<file path="src/rtl/hazard_control_unit_if.sv">
// ---------------------------------------------------------------------------
// hazard_control_unit_if
//
// Bundles every non-clock/reset signal of hazard_control_unit.
//   master modport : environment side (drives pipeline status, reads enables)
//   slave  modport : hazard_control_unit side
//
// Signal summary (direction seen from the slave):
//   in  is_valid_inst, is_rs_sel[NUM_RS], is_branch, rs_full[NUM_RS],
//       rob_full, br_resolve, br_exec_stall, ex_take_branch, commit_wr_mem,
//       lb_read_req, wb_valid[NUM_WB], wb_written[NUM_WB]
//   out if_enable, if_is_enable, if_is_flush, rob_enable, rs_enable[NUM_RS],
//       wb_enable[NUM_WB], lb_mem_grant, br_in_flight[BRW], fetch_priority
//
// Handshake semantics: all inputs are level signals sampled on every rising
// clock edge; enables are combinational and are valid for the same cycle.
//
// Optional macro HAZARD_STATS_EN adds the 32-bit stall statistics outputs
// stat_rob_stall, stat_rs_stall, stat_br_stall, stat_mem_stall.
// ---------------------------------------------------------------------------
interface hazard_control_unit_if #(
    parameter int NUM_RS = 2,
    parameter int NUM_WB = 3,
    parameter int BRW    = 1
);
    logic              is_valid_inst;
    logic [NUM_RS-1:0] is_rs_sel;
    logic              is_branch;
    logic [NUM_RS-1:0] rs_full;
    logic              rob_full;
    logic              br_resolve;
    logic              br_exec_stall;
    logic              ex_take_branch;
    logic              commit_wr_mem;
    logic              lb_read_req;
    logic [NUM_WB-1:0] wb_valid;
    logic [NUM_WB-1:0] wb_written;

    logic              if_enable;
    logic              if_is_enable;
    logic              if_is_flush;
    logic              rob_enable;
    logic [NUM_RS-1:0] rs_enable;
    logic [NUM_WB-1:0] wb_enable;
    logic              lb_mem_grant;
    logic [BRW-1:0]    br_in_flight;
    logic              fetch_priority;

`ifdef HAZARD_STATS_EN
    logic [31:0]       stat_rob_stall;
    logic [31:0]       stat_rs_stall;
    logic [31:0]       stat_br_stall;
    logic [31:0]       stat_mem_stall;
`endif

    modport master (
        output is_valid_inst, is_rs_sel, is_branch, rs_full, rob_full,
               br_resolve, br_exec_stall, ex_take_branch, commit_wr_mem,
               lb_read_req, wb_valid, wb_written,
        input  if_enable, if_is_enable, if_is_flush, rob_enable, rs_enable,
               wb_enable, lb_mem_grant, br_in_flight, fetch_priority
`ifdef HAZARD_STATS_EN
        , input stat_rob_stall, stat_rs_stall, stat_br_stall, stat_mem_stall
`endif
    );

    modport slave (
        input  is_valid_inst, is_rs_sel, is_branch, rs_full, rob_full,
               br_resolve, br_exec_stall, ex_take_branch, commit_wr_mem,
               lb_read_req, wb_valid, wb_written,
        output if_enable, if_is_enable, if_is_flush, rob_enable, rs_enable,
               wb_enable, lb_mem_grant, br_in_flight, fetch_priority
`ifdef HAZARD_STATS_EN
        , output stat_rob_stall, stat_rs_stall, stat_br_stall, stat_mem_stall
`endif
    );
endinterface

</file>
<file path="src/rtl/hazard_control_unit.sv">
// ---------------------------------------------------------------------------
// hazard_control_unit
//
// Stall / flush / enable generation for a multi-class reservation-station
// pipeline. Tracks up to MAX_BR unresolved branches and arbitrates the shared
// memory port between the load buffer and instruction fetch, with a
// starvation guard that hands fetch the port for one cycle after
// STARVE_LIMIT consecutive blocked cycles (STARVE_LIMIT = 0 disables it).
//
// Ports:
//   clock   : system clock (rising edge)
//   reset_n : asynchronous active-low reset
//   bus     : hazard_control_unit_if.slave (see interface header)
//
// Debug visibility: the branch counter is br_in_flight and the arbiter state
// is fetch_priority, both on the bus.
//
// Optional macro HAZARD_STATS_EN: saturating 32-bit counters of cycles in
// which each stall cause was active while an instruction was waiting in IS.
// ---------------------------------------------------------------------------
module hazard_control_unit #(
    parameter int NUM_RS       = 2,
    parameter int NUM_WB       = 3,
    parameter int MAX_BR       = 1,
    parameter int STARVE_LIMIT = 4,
    localparam int BRW         = $clog2(MAX_BR + 1)
) (
    input  logic                 clock,
    input  logic                 reset_n,
    hazard_control_unit_if.slave bus
);
    logic           rs_sel_full;
    logic           br_stall;
    logic           is_stall;
    logic           is_enable;
    logic           lb_grant;
    logic           mem_hazard;
    logic           br_inc;
    logic           br_dec;
    logic [BRW-1:0] br_cnt_q;
    logic [BRW-1:0] br_cnt_d;
    logic           fetch_priority_q;

    // ---------------- combinational enables ----------------
    assign rs_sel_full = |(bus.is_rs_sel & bus.rs_full);
    assign br_stall    = (br_cnt_q == BRW'(MAX_BR));
    assign is_stall    = bus.rob_full | rs_sel_full | br_stall;
    assign is_enable   = bus.is_valid_inst & ~is_stall & ~bus.ex_take_branch;

    // Store commit always owns the port; otherwise the load buffer gets it
    // unless this is the one cycle reserved for fetch.
    assign lb_grant    = bus.lb_read_req & ~bus.commit_wr_mem & ~fetch_priority_q;
    assign mem_hazard  = bus.commit_wr_mem | lb_grant;

    assign bus.rob_enable     = is_enable;
    assign bus.rs_enable      = bus.is_rs_sel & {NUM_RS{is_enable}};
    assign bus.lb_mem_grant   = lb_grant;
    assign bus.if_enable      = ~mem_hazard & ~is_stall;
    assign bus.if_is_enable   = ~is_stall;
    // When fetch loses the port but IS is advancing, the IF/IS register must
    // take a bubble rather than re-present the consumed instruction.
    assign bus.if_is_flush    = bus.ex_take_branch | (mem_hazard & ~is_stall);
    assign bus.wb_enable      = ~bus.wb_valid | bus.wb_written;
    assign bus.br_in_flight   = br_cnt_q;
    assign bus.fetch_priority = fetch_priority_q;

    // ---------------- unresolved-branch counter ----------------
    assign br_inc = is_enable & bus.is_branch;
    assign br_dec = bus.br_resolve & ~bus.br_exec_stall;

    always_comb begin
        br_cnt_d = br_cnt_q;
        if (bus.ex_take_branch) begin
            br_cnt_d = '0;                       // younger branches squashed
        end else if (br_inc && !br_dec) begin
            br_cnt_d = br_cnt_q + BRW'(1);       // br_stall prevents overflow
        end else if (br_dec && !br_inc && (br_cnt_q != '0)) begin
            br_cnt_d = br_cnt_q - BRW'(1);       // floor at zero
        end
    end

    always_ff @(posedge clock or negedge reset_n) begin
        if (!reset_n) begin
            br_cnt_q <= '0;
        end else begin
            br_cnt_q <= br_cnt_d;
        end
    end

    // ---------------- fetch starvation arbiter ----------------
    generate
        if (STARVE_LIMIT > 0) begin : g_arb
            localparam int SCW = (STARVE_LIMIT > 1) ? $clog2(STARVE_LIMIT) : 1;
            logic [SCW-1:0] starve_cnt_q;
            logic [SCW-1:0] starve_cnt_d;
            logic           fetch_priority_d;
            logic           blocked;

            // Fetch is only "starved" when it would otherwise have advanced.
            assign blocked = lb_grant & ~is_stall;

            // The priority cycle itself has lb_grant low, so blocked is low
            // and priority drops again after exactly one cycle.
            always_comb begin
                starve_cnt_d     = '0;
                fetch_priority_d = 1'b0;
                if (!bus.ex_take_branch && blocked) begin
                    if (starve_cnt_q == SCW'(STARVE_LIMIT - 1)) begin
                        fetch_priority_d = 1'b1;
                    end else begin
                        starve_cnt_d = starve_cnt_q + SCW'(1);
                    end
                end
            end

            always_ff @(posedge clock or negedge reset_n) begin
                if (!reset_n) begin
                    starve_cnt_q     <= '0;
                    fetch_priority_q <= 1'b0;
                end else begin
                    starve_cnt_q     <= starve_cnt_d;
                    fetch_priority_q <= fetch_priority_d;
                end
            end
        end else begin : g_no_arb
            assign fetch_priority_q = 1'b0;
        end
    endgenerate

`ifdef HAZARD_STATS_EN
    // ---------------- stall statistics ----------------
    logic [31:0] stat_rob_q;
    logic [31:0] stat_rs_q;
    logic [31:0] stat_br_q;
    logic [31:0] stat_mem_q;

    always_ff @(posedge clock or negedge reset_n) begin
        if (!reset_n) begin
            stat_rob_q <= '0;
            stat_rs_q  <= '0;
            stat_br_q  <= '0;
            stat_mem_q <= '0;
        end else if (bus.is_valid_inst) begin
            if (bus.rob_full && (stat_rob_q != '1)) stat_rob_q <= stat_rob_q + 32'd1;
            if (rs_sel_full  && (stat_rs_q  != '1)) stat_rs_q  <= stat_rs_q  + 32'd1;
            if (br_stall     && (stat_br_q  != '1)) stat_br_q  <= stat_br_q  + 32'd1;
            if (mem_hazard   && (stat_mem_q != '1)) stat_mem_q <= stat_mem_q + 32'd1;
        end
    end

    assign bus.stat_rob_stall = stat_rob_q;
    assign bus.stat_rs_stall  = stat_rs_q;
    assign bus.stat_br_stall  = stat_br_q;
    assign bus.stat_mem_stall = stat_mem_q;
`endif
endmodule
</file>
<file path="src/flat_wrapper.sv">
// flat-port wrapper written by rule: the top's interface ports become plain ports
module hazard_control_unit_flat 
#(
    parameter int NUM_RS       = 2,
    parameter int NUM_WB       = 3,
    parameter int MAX_BR       = 1,
    parameter int STARVE_LIMIT = 4,
    localparam int BRW         = $clog2(MAX_BR + 1)
)
  (clock, reset_n, bus_is_valid_inst, bus_is_rs_sel, bus_is_branch, bus_rs_full, bus_rob_full, bus_br_resolve, bus_br_exec_stall, bus_ex_take_branch, bus_commit_wr_mem, bus_lb_read_req, bus_wb_valid, bus_wb_written, bus_if_enable, bus_if_is_enable, bus_if_is_flush, bus_rob_enable, bus_rs_enable, bus_wb_enable, bus_lb_mem_grant, bus_br_in_flight, bus_fetch_priority);
  hazard_control_unit_if #(.NUM_RS(NUM_RS), .NUM_WB(NUM_WB)) bus_i ();
  input  logic clock;
  input  logic reset_n;
  input wire logic [$bits(bus_i.is_valid_inst)-1:0] bus_is_valid_inst;
  input wire logic [$bits(bus_i.is_rs_sel)-1:0] bus_is_rs_sel;
  input wire logic [$bits(bus_i.is_branch)-1:0] bus_is_branch;
  input wire logic [$bits(bus_i.rs_full)-1:0] bus_rs_full;
  input wire logic [$bits(bus_i.rob_full)-1:0] bus_rob_full;
  input wire logic [$bits(bus_i.br_resolve)-1:0] bus_br_resolve;
  input wire logic [$bits(bus_i.br_exec_stall)-1:0] bus_br_exec_stall;
  input wire logic [$bits(bus_i.ex_take_branch)-1:0] bus_ex_take_branch;
  input wire logic [$bits(bus_i.commit_wr_mem)-1:0] bus_commit_wr_mem;
  input wire logic [$bits(bus_i.lb_read_req)-1:0] bus_lb_read_req;
  input wire logic [$bits(bus_i.wb_valid)-1:0] bus_wb_valid;
  input wire logic [$bits(bus_i.wb_written)-1:0] bus_wb_written;
  output wire logic [$bits(bus_i.if_enable)-1:0] bus_if_enable;
  output wire logic [$bits(bus_i.if_is_enable)-1:0] bus_if_is_enable;
  output wire logic [$bits(bus_i.if_is_flush)-1:0] bus_if_is_flush;
  output wire logic [$bits(bus_i.rob_enable)-1:0] bus_rob_enable;
  output wire logic [$bits(bus_i.rs_enable)-1:0] bus_rs_enable;
  output wire logic [$bits(bus_i.wb_enable)-1:0] bus_wb_enable;
  output wire logic [$bits(bus_i.lb_mem_grant)-1:0] bus_lb_mem_grant;
  output wire logic [$bits(bus_i.br_in_flight)-1:0] bus_br_in_flight;
  output wire logic [$bits(bus_i.fetch_priority)-1:0] bus_fetch_priority;
  assign bus_i.is_valid_inst = bus_is_valid_inst;
  assign bus_i.is_rs_sel = bus_is_rs_sel;
  assign bus_i.is_branch = bus_is_branch;
  assign bus_i.rs_full = bus_rs_full;
  assign bus_i.rob_full = bus_rob_full;
  assign bus_i.br_resolve = bus_br_resolve;
  assign bus_i.br_exec_stall = bus_br_exec_stall;
  assign bus_i.ex_take_branch = bus_ex_take_branch;
  assign bus_i.commit_wr_mem = bus_commit_wr_mem;
  assign bus_i.lb_read_req = bus_lb_read_req;
  assign bus_i.wb_valid = bus_wb_valid;
  assign bus_i.wb_written = bus_wb_written;
  assign bus_if_enable = bus_i.if_enable;
  assign bus_if_is_enable = bus_i.if_is_enable;
  assign bus_if_is_flush = bus_i.if_is_flush;
  assign bus_rob_enable = bus_i.rob_enable;
  assign bus_rs_enable = bus_i.rs_enable;
  assign bus_wb_enable = bus_i.wb_enable;
  assign bus_lb_mem_grant = bus_i.lb_mem_grant;
  assign bus_br_in_flight = bus_i.br_in_flight;
  assign bus_fetch_priority = bus_i.fetch_priority;
  hazard_control_unit #(.NUM_RS(NUM_RS), .NUM_WB(NUM_WB), .MAX_BR(MAX_BR), .STARVE_LIMIT(STARVE_LIMIT)) u_core (.clock(clock), .reset_n(reset_n), .bus(bus_i));
endmodule
</file>
<file path="config.mk">
export PLATFORM = sky130hd
export DESIGN_NAME = hazard_control_unit_flat
export DESIGN_NICKNAME = d
export VERILOG_FILES = /design/src/rtl/hazard_control_unit_if.sv /design/src/rtl/hazard_control_unit.sv /design/src/flat_wrapper.sv
export SDC_FILE = /design/constraint.sdc
export NUM_CORES = 1
export LEC_CHECK = 0
export CAP_MARGIN = 20
export CELL_PAD_IN_SITES_DETAIL_PLACEMENT = 0
export CELL_PAD_IN_SITES_GLOBAL_PLACEMENT = 2
export CORE_MARGIN = 2
export CORE_UTILIZATION = 13
export CTS_CLUSTER_SIZE = 20
export DETAILED_ROUTE_END_ITERATION = 12
export PLACE_DENSITY = 0.86
export SLEW_MARGIN = 20
export SYNTH_ARGS = -nofsm -noshare
export SYNTH_HDL_FRONTEND = slang
export SYNTH_SLANG_ARGS = --single-unit
</file>
<file path="constraint.sdc">
create_clock -name clock -period 1.4 [get_ports clock]
set_clock_uncertainty 0.05 [all_clocks]
set_input_delay 0.14 -clock clock [delete_from_list [all_inputs] [get_ports clock]]
set_output_delay 0.14 -clock clock [all_outputs]
set_load 0.03 [all_outputs]
</file>
==> metrics.yaml <==
status: "complete, but fails checks"
violations: "negative setup slack"
cts_buffer_depth: 2
p_leak_nw: 0.356
cts_sinks: 4
p_total_mw: 0.415
die_h_um: 51.4
dp_slack_ns: -0.372
cts_htree_levels: 1
clock-root-buffer: "clkbuf_4"
ys_types: 16
hold_viol_final: 0
postSynthAreaPerCell_sq_um: 10.8
grtUsageTotal: 0.0704
path_class: "input pin to primary output"
grt_max_degree: 6
num-nets-final: 93
finalCriticalPeriod_ns: 1.45
setup_ws_ns: -0.0490
tightestPinTransition_ns: 0.304
drc: 0
ant_nets: 0
period_share: 1.03
grt_pass1_wl_um: 1370
rrSetupSlack_ns: 0.10
ys_seq_area_frac: 0.343
gp_congestion: 0.578
hp-class: "input pin to asynchronous set/reset pin"
cpPeakStageDelay_ns: 0.42
vdd_ir_drop_max_mv: 0.143
cts_tree: "built"
powerDensity_mw_per_mm2: 559
cp.arrival_ns: 1.26
hpwl_um: 767
r2r_start: "u_core.bus.fetch_priority$_DFF_PN0_"
cp-startpoint: "bus_rs_full[1]"
n_antenna_cell: 0
dpl-instance-area_sq_um: 687
cp.required_ns: 1.21
syn_nets: 48
cts_hold_buffers: 0
fin_area_sq_um: 742
nFillCells: 238
grt_pass1_vias: 339
fmax_ghz: 0.690
slew_violations: 0
design.die.area_sq_mm: 0.00264
io-pin-count: 32
vias: 373
final-seq-area_sq_um: 103
die_w_um: 51.4
drtIter0Drc: 0
drive_above_1_share: 0.600
wl_per_cell_um: 9.33
crit_slowest_cell: "a221o_2"
core_sq_mm: 0.00217
start_util: 0.134
synth_seq_cells: 4
fin_cells: 98
wl_um: 914
area_growth_pct: 155
dp_cells: 92
synthCells: 27
netlist_area_sq_um: 292
ff2ff_path_depth: 4
slew_headroom: 0.798
drt-pass1-iter-count: 1
setup_viol: 4
num_rows: 17
io_buffers: 31
clk_latency_ns: 0.23
path_common_cell: "buf_6"
antenna_found_initial: 0
worstSetupStartpointType: "input pin"
end_kind: "primary output"
final_util: 0.342
path_clk_slew_ns: 0.04
gr-total-overflow: 0
r2r_end: "u_core.g_arb.starve_cnt_q[0]$_DFF_PN0_"
critical_path.max_fanout: 3
cts_buffers: 3
viasPerCell: 3.81
max_cap_viol_count: 0
ys.warnings.count: 0
rsz0062_at_grt: "true"
crit_chain: "buf_6, a221o_2, nor4b_4, and2_4, buf_6"
multi_input_area_sq_um: 223
==> registers in the layout, indices dropped and copies added (netlist names) <==
name / count
u_core.bus.fetch_priority: 1
u_core.bus.br_in_flight: 1
u_core.g_arb.starve_cnt_q: 2
==> routing by layer <==
| layer | share of wire | vias to the layer above | global-route usage |
|---|---|---|---|
| met5 | 0 | - | 0 |
| met4 | 0 | 0 | 0.0395 |
| met3 | 0.11 | 0 | 0.0351 |
| met2 | 0.52 | 17 | 0.121 |
| met1 | 0.36 | 172 | 0.0679 |
| li1 | - | 184 | - |
==> synthesized netlist by cell type <==
library cell,n,share of area
nor2_1,3,0.039
nor3b_1,1,0.026
nor3b_2,1,0.043
dfrtp_1,4,0.34
a221o_2,1,0.039
inv_1,2,0.026
o31ai_1,1,0.026
nor4_1,1,0.021
nor2b_1,1,0.021
ha_1,1,0.043
nand2b_1,3,0.064
and2_1,2,0.043
nor4b_4,2,0.16
and2_2,2,0.051
nand2_1,1,0.013
o221a_2,1,0.039
==> worst max-delay path by stage <==
stage | endpoint | slack, ns | cells after the start
2_1_floorplan | bus_rs_enable[0] | -0.18 | 3
3_3_place_gp | bus_if_is_flush | -0.34 | 5
3_5_place_dp | bus_rs_enable[0] | -0.37 | 5
4_1_cts | bus_rs_enable[0] | -0.06 | 5
5_1_grt | bus_rs_enable[1] | -0.12 | 5
6_report | bus_rs_enable[1] | -0.05 | 5
==> critical path, delay by kind of cell <==
family | cells | cell delay, ns
AND/OR/NAND/NOR | 2 | 0.49
buffers and inverters | 2 | 0.21
AO/OA/AOI/OAI | 1 | 0.42
==> cell type report <==
type / count / share of cell area
clock buffers: 3 / 0.0304
repair buffers: 40 / 0.474
inverters: 2 / 0.0101
well taps: 28 / 0.0472
flip-flops and latches: 4 / 0.138
multi-input cells: 21 / 0.300
==> stage by stage <==
stage	hold slack (ns)	TNS (ns)
2_1_floorplan	-0.206	-0.499
3_3_place_gp	0.313	-2.80
3_5_place_dp	0.310	-3.10
4_1_cts	0.0620	-0.198
5_1_grt	0.0621	-0.439
6_report	0.0636	-0.114
==> cell usage in the layout, fill, tap and decap left out, types with 2 or more instances in the layout <==
master / n
clkdlybuf4s50_1: 12
buf_2: 3
buf_6: 7
dfrtp_2: 2
and2_2: 2
nor4b_4: 2
buf_4: 13
clkbuf_4: 3
dlygate4sd2_1: 4
inv_1: 2
and2_4: 2
nand2b_1: 3
dfrtp_1: 2
nor2_1: 3
==> logic make-up (layout without fill, tap and decap cells) <==
kind of cell,Yosys count,count (layout),share of synthesized area
and+or+nand+nor,17,17,0.485
DFF,4,4,0.343
AOI/OAI and AO/OA,3,3,0.103
buffers and inverters,2,45,0.0258
adders and majority gates,1,1,0.0429
==> power breakdown <==
part	switching, mW	internal (mW)	leakage [nW]
Sequential	0.00162	0.118	0.0523
Combinational	0.0692	0.0892	0.290
Clock	0.0413	0.0955	0.0138
Total	0.112	0.302	0.356
==> repair_timing <==
action                                  in CTS  in global routing
endpoints found under the setup margin      11                  6
gates resized for setup                     28                  2
pin swaps                                    6                  0
setup buffers                                3                  1
(Power assumes the default switching activity.)
